`src/rtl/lab3_nibble_serial_sub.sv`:
```
// Multi-precision subtractor: Diff = X - Y - Bin, one 4-bit ripple-borrow slice per clock,
// least-significant nibble first, with the slice borrow registered between cycles.
module lab3_nibble_serial_sub #(
  parameter int NIBBLES = 4
) (
  input  logic                   clk,
  input  logic                   rst_n,
  input  logic                   start,
  input  logic [4*NIBBLES-1:0]   X,
  input  logic [4*NIBBLES-1:0]   Y,
  input  logic                   Bin,
  output logic                   busy,
  output logic                   done,
  output logic [4*NIBBLES-1:0]   Diff,
  output logic                   Bout
);

  localparam int W = 4 * NIBBLES;

  typedef enum logic [1:0] {
    IDLE,
    RUN,
    DONE
  } state_t;

  state_t         state_q, state_d;
  logic [W-1:0]   xs_q, xs_d;
  logic [W-1:0]   ys_q, ys_d;
  logic [W-1:0]   diff_q, diff_d;
  logic           borrow_q, borrow_d;
  logic           bout_q, bout_d;
  logic           done_q, done_d;
  logic [4:0]     cnt_q, cnt_d;

  logic [4:0]     stage;
  logic [3:0]     stageDiff;
  logic           stageBorrow;
  logic [W-1:0]   xsShift;
  logic [W-1:0]   ysShift;
  logic           lastNibble;

  // The 4-bit stage: a 5-bit difference whose top bit is the borrow-out.
  always_comb begin
    stage       = {1'b0, xs_q[3:0]} - {1'b0, ys_q[3:0]} - {4'b0000, borrow_q};
    stageDiff   = stage[3:0];
    stageBorrow = stage[4];
  end

  // The minuend register doubles as the result register: each slice result enters at the
  // top as the consumed nibble leaves the bottom, so after NIBBLES shifts it holds Diff.
  generate
    if (NIBBLES == 1) begin : gSingle
      assign xsShift = stageDiff;
      assign ysShift = '0;
    end else begin : gMulti
      assign xsShift = {stageDiff, xs_q[W-1:4]};
      assign ysShift = {4'b0000, ys_q[W-1:4]};
    end
  endgenerate

  assign lastNibble = (cnt_q == 5'(NIBBLES - 1));

  always_comb begin
    state_d  = state_q;
    xs_d     = xs_q;
    ys_d     = ys_q;
    diff_d   = diff_q;
    borrow_d = borrow_q;
    bout_d   = bout_q;
    done_d   = 1'b0;
    cnt_d    = cnt_q;
    unique case (state_q)
      IDLE: begin
        if (start) begin
          xs_d     = X;
          ys_d     = Y;
          borrow_d = Bin;
          cnt_d    = '0;
          state_d  = RUN;
        end
      end
      RUN: begin
        xs_d     = xsShift;
        ys_d     = ysShift;
        borrow_d = stageBorrow;
        cnt_d    = cnt_q + 5'd1;
        if (lastNibble) begin
          state_d = DONE;
          diff_d  = xsShift;
          bout_d  = stageBorrow;
          done_d  = 1'b1;
        end
      end
      DONE: begin
        state_d = IDLE;
      end
      default: begin
        state_d = IDLE;
      end
    endcase
  end

  always_ff @(posedge clk or negedge rst_n) begin
    if (!rst_n) begin
      state_q  <= IDLE;
      xs_q     <= '0;
      ys_q     <= '0;
      diff_q   <= '0;
      borrow_q <= 1'b0;
      bout_q   <= 1'b0;
      done_q   <= 1'b0;
      cnt_q    <= '0;
    end else begin
      state_q  <= state_d;
      xs_q     <= xs_d;
      ys_q     <= ys_d;
      diff_q   <= diff_d;
      borrow_q <= borrow_d;
      bout_q   <= bout_d;
      done_q   <= done_d;
      cnt_q    <= cnt_d;
    end
  end

  assign busy = (state_q != IDLE);
  assign done = done_q;
  assign Diff = diff_q;
  assign Bout = bout_q;

endmodule
```
`config.mk`:
```
export PLATFORM = sky130hd
export DESIGN_NAME = lab3_nibble_serial_sub
export DESIGN_NICKNAME = d
export VERILOG_FILES = /design/src/rtl/lab3_nibble_serial_sub.sv
export SDC_FILE = /design/constraint.sdc
export NUM_CORES = 1
export LEC_CHECK = 0
export ABC_CLOCK_PERIOD_IN_PS = 2780
export CORE_MARGIN = 8
export CORE_UTILIZATION = 52
export DETAILED_ROUTE_END_ITERATION = 7
export GPL_TIMING_DRIVEN = 0
export PLACE_DENSITY = 0.8
export SLEW_MARGIN = 20
export SYNTH_ARGS = -nofsm -noshare
export SYNTH_HDL_FRONTEND = slang
export SYNTH_SLANG_ARGS = --single-unit
```
`constraint.sdc`:
```
create_clock -name clk -period 2.78 [get_ports clk]
set_input_delay 0.278 -clock clk [delete_from_list [all_inputs] [get_ports clk]]
set_output_delay 0.278 -clock clk [all_outputs]
set_load 0.005 [all_outputs]
```
# Word level (Yosys, flattened, before mapping)
# Cells that the tools add are included.
# W data, S select, Z words.
[totals]
regBits = 58
latchBits = 0
mem_bits_rw = 0
rom_bits = 0
input_bits = 36
output_inout_bits = 19
word_cells = 34
n_memories = 0
[classes]
add_sub_neg = 3
n_mul = 0
div = 0
order_cmp = 0
n_eq_ne = 4
n_shift = 0
muxes = 13
bitwise = 0
reduce_logical = 6
[op_table]
columns = ["operator", "n"]
rows = [
  ["$pmux W16 S2", 2],
  ["$mux W16", 2],
  ["$pmux W5 S2", 1],
  ["$reduce_and A2 Y1", 3],
  ["$add A5 B1 Y5 const B", 1],
  ["$eq A5 B2 Y1 const B", 1],
  ["$mux W5", 1],
  ["$sub A4 B4 Y5", 1],
  ["$sub A5 B1 Y5", 1],
  ["$mux W2", 2],
  ["$ne A2 B2 Y1 const B", 2],
  ["$pmux W2 S2", 1],
  ["$reduce_bool A2 Y1", 2],
  ["$mux W1", 3],
  ["$eq A2 B1 Y1 const B", 1],
  ["$logic_not A2 Y1", 1],
  ["$pmux W1 S2", 1],
]

# Logic depth before layout (Yosys ltp)
[logic_depth]
depth_word = 3
depth_mapped = 10
ltp_nobuf = 10

# Worst setup path after synthesis
# No wires, ideal clock.
[synth_path]
kind = "register to register"
from = "reg xs_q[0]"
to = "reg borrow_q"
setup_ps = 104
arrival_ps = 2465
required_ps = 2676
setup_slack_ps = 212
stages_incl_launch_ff = 10
n_path_buf = 0
period_less_slack_ps = 2568
path_cell_list = "dfrtp_1 -> fa_1 -> inv_1 -> ha_1 -> or2_2 -> fa_1 -> nand2b_1 -> a21oi_1 -> xnor2_1 -> a221oi_1"
[synth_between]
elab_chain_cells = 3
[synth_lines]
columns = ["element", "line", "rtl"]
rows = [
  ["from (decl)", "27", "logic [W-1:0] xs_q, xs_d;"],
  ["from (signal assigned)", "115", "xs_q <= xs_d;"],
  ["$sub A4 B4 Y5", "44", "stage = {1'b0, xs_q[3:0]} - {1'b0, ys_q[3:0]} - {4'b0000, borrow_q};"],
  ["$sub A5 B1 Y5", "44", ""],
  ["$pmux W1 S2", "72", "unique case (state_q)"],
  ["to (signal assigned)", "118", "borrow_q <= borrow_d;"],
  ["to (decl)", "30", "logic borrow_q, borrow_d;"],
]
# No other way between the ends.
# A chain may end at the register's enable or synchronous reset.

# Final worst setup path
[layout_path]
from = "reg borrow_q"
to = "reg borrow_q"
[layout_between]
elab_chain_cells = 2
[layout_lines]
columns = ["element", "line"]
rows = [
  ["$sub A5 B1 Y5", "44"],
  ["$pmux W1 S2", "72"],
]
# No other way between the ends.

==> flow_metrics.env <==
export IMPL_status="completed"
export IMPL_pre_cts_ws_ns=-0.00382
export IMPL_tns_ns=0
export IMPL_p_total_mw=4.18
export IMPL_critPathCaptureType="register"
export IMPL_synth_nets=348
export IMPL_yosys_top_cells_count="dfrtp_1 (58), nand2_1 (45), o21ai_0 (34), a21oi_1 (29), nor2b_1 (28)"
export IMPL_area_growth_pct=29.1
export IMPL_drt_iter0_drc=129
export IMPL_dp_hpwl_um=5260
export IMPL_routedWlPerCell_um=16.7
export IMPL_row_count=27
export IMPL_clk_latency_ns=0.34
export IMPL_core_um2=5410
export IMPL_drive_above_1_share_pct=7.82
export IMPL_synth_edf_count=0
export IMPL_die_y_um=90.3
export IMPL_via_count=2449
export IMPL_htreeDepth=3
export IMPL_syn_area_um2=2870
export IMPL_r2r_start="borrow_q"
export IMPL_r2r_end="borrow_q"
export IMPL_dpl_cell_count=429
export IMPL_r2r_slack_ns=0.16
export IMPL_hp_class="in2async"
export IMPL_gp_congestion=0.840
export IMPL_period_needed_ns=2.62
export IMPL_r2r_cells=10
export IMPL_cts_buffers=9
export IMPL_cp_required_ns=3.02
export IMPL_crit_start="borrow_q"
export IMPL_p_per_area_nw_per_um2=1130
export IMPL_cp_slowest_cell="fa_1"
export IMPL_ys_seq_area_share_pct=50.6
export IMPL_cts_tree="yes"
export IMPL_post_cts_buffers=0
export IMPL_floorplan_die_area_um2=8150
export IMPL_antenna_found_initial=0
export IMPL_final_antenna_net_count=0
export IMPL_rsz0062_at_grt="false"
export IMPL_finalNonFillerCells=443
export IMPL_drt_pass1_iter_count=5
export IMPL_overflow=0
export IMPL_drc=0
export IMPL_grt_pass1_vias=2491
export IMPL_crit_type="reg2reg"
export IMPL_fin_util_pct=68.5
export IMPL_skew_ns=0.00626
export IMPL_max_slew_worst_pin_slew_ns=0.570
export IMPL_async_flop_share_pct=100
export IMPL_post_route_period_util_pct=94.3
export IMPL_crit_path_start_kind="register"
export IMPL_fin_ws_ns=0.157
export IMPL_final_max_slew_viol_count=0
export IMPL_dieWidth_um=90.3
export IMPL_n_fill_cell=451
export IMPL_postSynthCellCount=303
export IMPL_io_pins=55
export IMPL_cap_violations=0
export IMPL_via_per_inst=5.53
export IMPL_clock_path_buffers=2
export IMPL_worst_path_largest_cell_delay_ns=0.57
export IMPL_irDropWorstVdd_mv=0.557
export IMPL_yosys_warnings=0
export IMPL_timing_hold_violations_final=0
export IMPL_crit_path_max_fanout=2
export IMPL_setup_viol=0
export IMPL_cp_arrival_ns=2.87
export IMPL_fmax_mhz=381
export IMPL_start_util_pct=53.1
export IMPL_cts_reportedPaths_clkPinSlew_ns=0.06
export IMPL_cts_root_buf="clkbuf_8"
export IMPL_ys_types=35
export IMPL_grt_pass1_wl_um=12300
export IMPL_grt_use_total_pct=18.8
export IMPL_yosysMostFrequentCell="dfrtp_1"
export IMPL_relSlewSlack_pct=62.0
export IMPL_synth_main_ff_cell="dfrtp_1"
export IMPL_grt_start_max_net_pins=59
export IMPL_yosysTopAreaCell="dfrtp_1"
export IMPL_wl_um=7380
export IMPL_fin_nets=414
export IMPL_leakage_nw=1.62
export IMPL_path_cells="inv_2 -> fa_1 -> inv_1 -> ha_1 -> or2_2 -> fa_2 -> nand2b_1 -> a21oi_2 -> xnor2_2 -> a221oi_2"
export IMPL_synthTopCellsByArea="dfrtp_1 (51%), nor2b_1 (6.1%), a22oi_1 (6.0%)"
export IMPL_avgSynthCellArea_um2=9.46
export IMPL_synth_seq_cells=58
export IMPL_num_antenna_cells=0
export IMPL_port_buffers=53
export IMPL_synth_top_area_share_pct=50.6
export IMPL_cts_sinks=58
==> worst max path at each step <==
stage / to / slack, ns
global route: busy / 0.01
detailed placement: borrow_q / -0.004
finish: borrow_q / 0.16
global placement: ys_q[13] / -0.40
floorplan: borrow_q / 0.21
CTS: borrow_q / 0.01
==> registers in the layout, summed over array words and instances, names as in the netlist <==
signal and flops:
cnt_q 5, Diff 16, xs_q 16, done 1
ys_q 16, Bout 1, state_q 2, borrow_q 1
==> layout make-up <==
| class | count | area, µm² | share of cell area (%) |
|---|---|---|---|
| sequential | 58 | 1450 | 39.2 |
| multi-input combinational | 211 | 1290 | 34.7 |
| timing repair buffer | 55 | 566 | 15.3 |
| clock buffer | 13 | 159 | 4.29 |
| buffer | 22 | 104 | 2.81 |
| tap | 72 | 90.1 | 2.43 |
| inverter | 12 | 46.3 | 1.25 |
==> power by group <==
group          switching (mW)  total, mW  internal, mW  leakage [nW]
sequential              0.305       1.54          1.23         0.728
combinational            1.00       1.99         0.982         0.806
clock                   0.299      0.656         0.358        0.0815
total                    1.61       4.18          2.57          1.62
==> per-layer routing <==
metal  vias to the layer above  routed length (µm)  global-route usage [%]
li1                       1180                   -                       -
met1                      1190                3320                    23.4
met2                        69                3540                    30.1
met3                        10                 407                    5.99
met4                         0                 116                    6.66
met5                         -                   0                       0
==> critical path: cells and delay by family (launching register included) <==
family          cells  cell delay [ns]
simple gates        2             0.46
compound gates      2             0.39
flops               1             0.36
fa+ha+maj           3             1.10
xor+xnor            1             0.10
buf+inv             2             0.11
==> kinds of logic (layout without fill, tap and decap cells) <==
group	after synthesis	in the layout	synth area share (%)
AOI/OAI and AO/OA	106	106	22.3
xor gates and xnor gates	4	4	1.22
adders and majority gates	9	9	4.45
buffers and inverters	34	102	5.24
DFF	58	58	50.6
muxes	1	1	0.393
and+or+nand+nor	91	91	15.8
==> metrics by stage <==
step	hold slack [ns]	area [µm²]
floorplan	-0.0176	2870
CTS	0.476	3680
finish	0.464	3700
global placement	0.457	3490
global route	0.501	3700
detailed placement	0.293	3510
==> cell usage in the layout, fill, tap and decap left out, types with 2 or more instances in the layout <==
master	netlist	layout
or2_2	2	2
o21ai_1	5	5
clkbuf_8	0	11
and3b_1	2	2
nand2_1	45	45
nand2b_1	5	5
a22o_1	2	2
nand4_1	2	2
a221oi_1	3	2
ha_1	7	7
clkbuf_1	14	16
buf_6	2	2
o22a_1	3	3
inv_2	1	2
clkdlybuf4s50_1	0	52
a21oi_1	29	28
buf_2	5	5
inv_1	10	9
nor2_1	4	4
o21ai_0	34	34
o211ai_1	2	2
nor2b_1	28	28
a22oi_1	23	23
xnor2_1	3	2
a2bb2oi_1	2	2
dfrtp_1	58	58
==> timing repair <==
action	in CTS	in global routing
pin swaps	1	3
gates resized for setup	0	5
setup endpoints to repair	1	2
cloned	0	0
endpoints found under the hold margin	58	0
hold buffers	1	0
(Power assumes the default switching activity.)
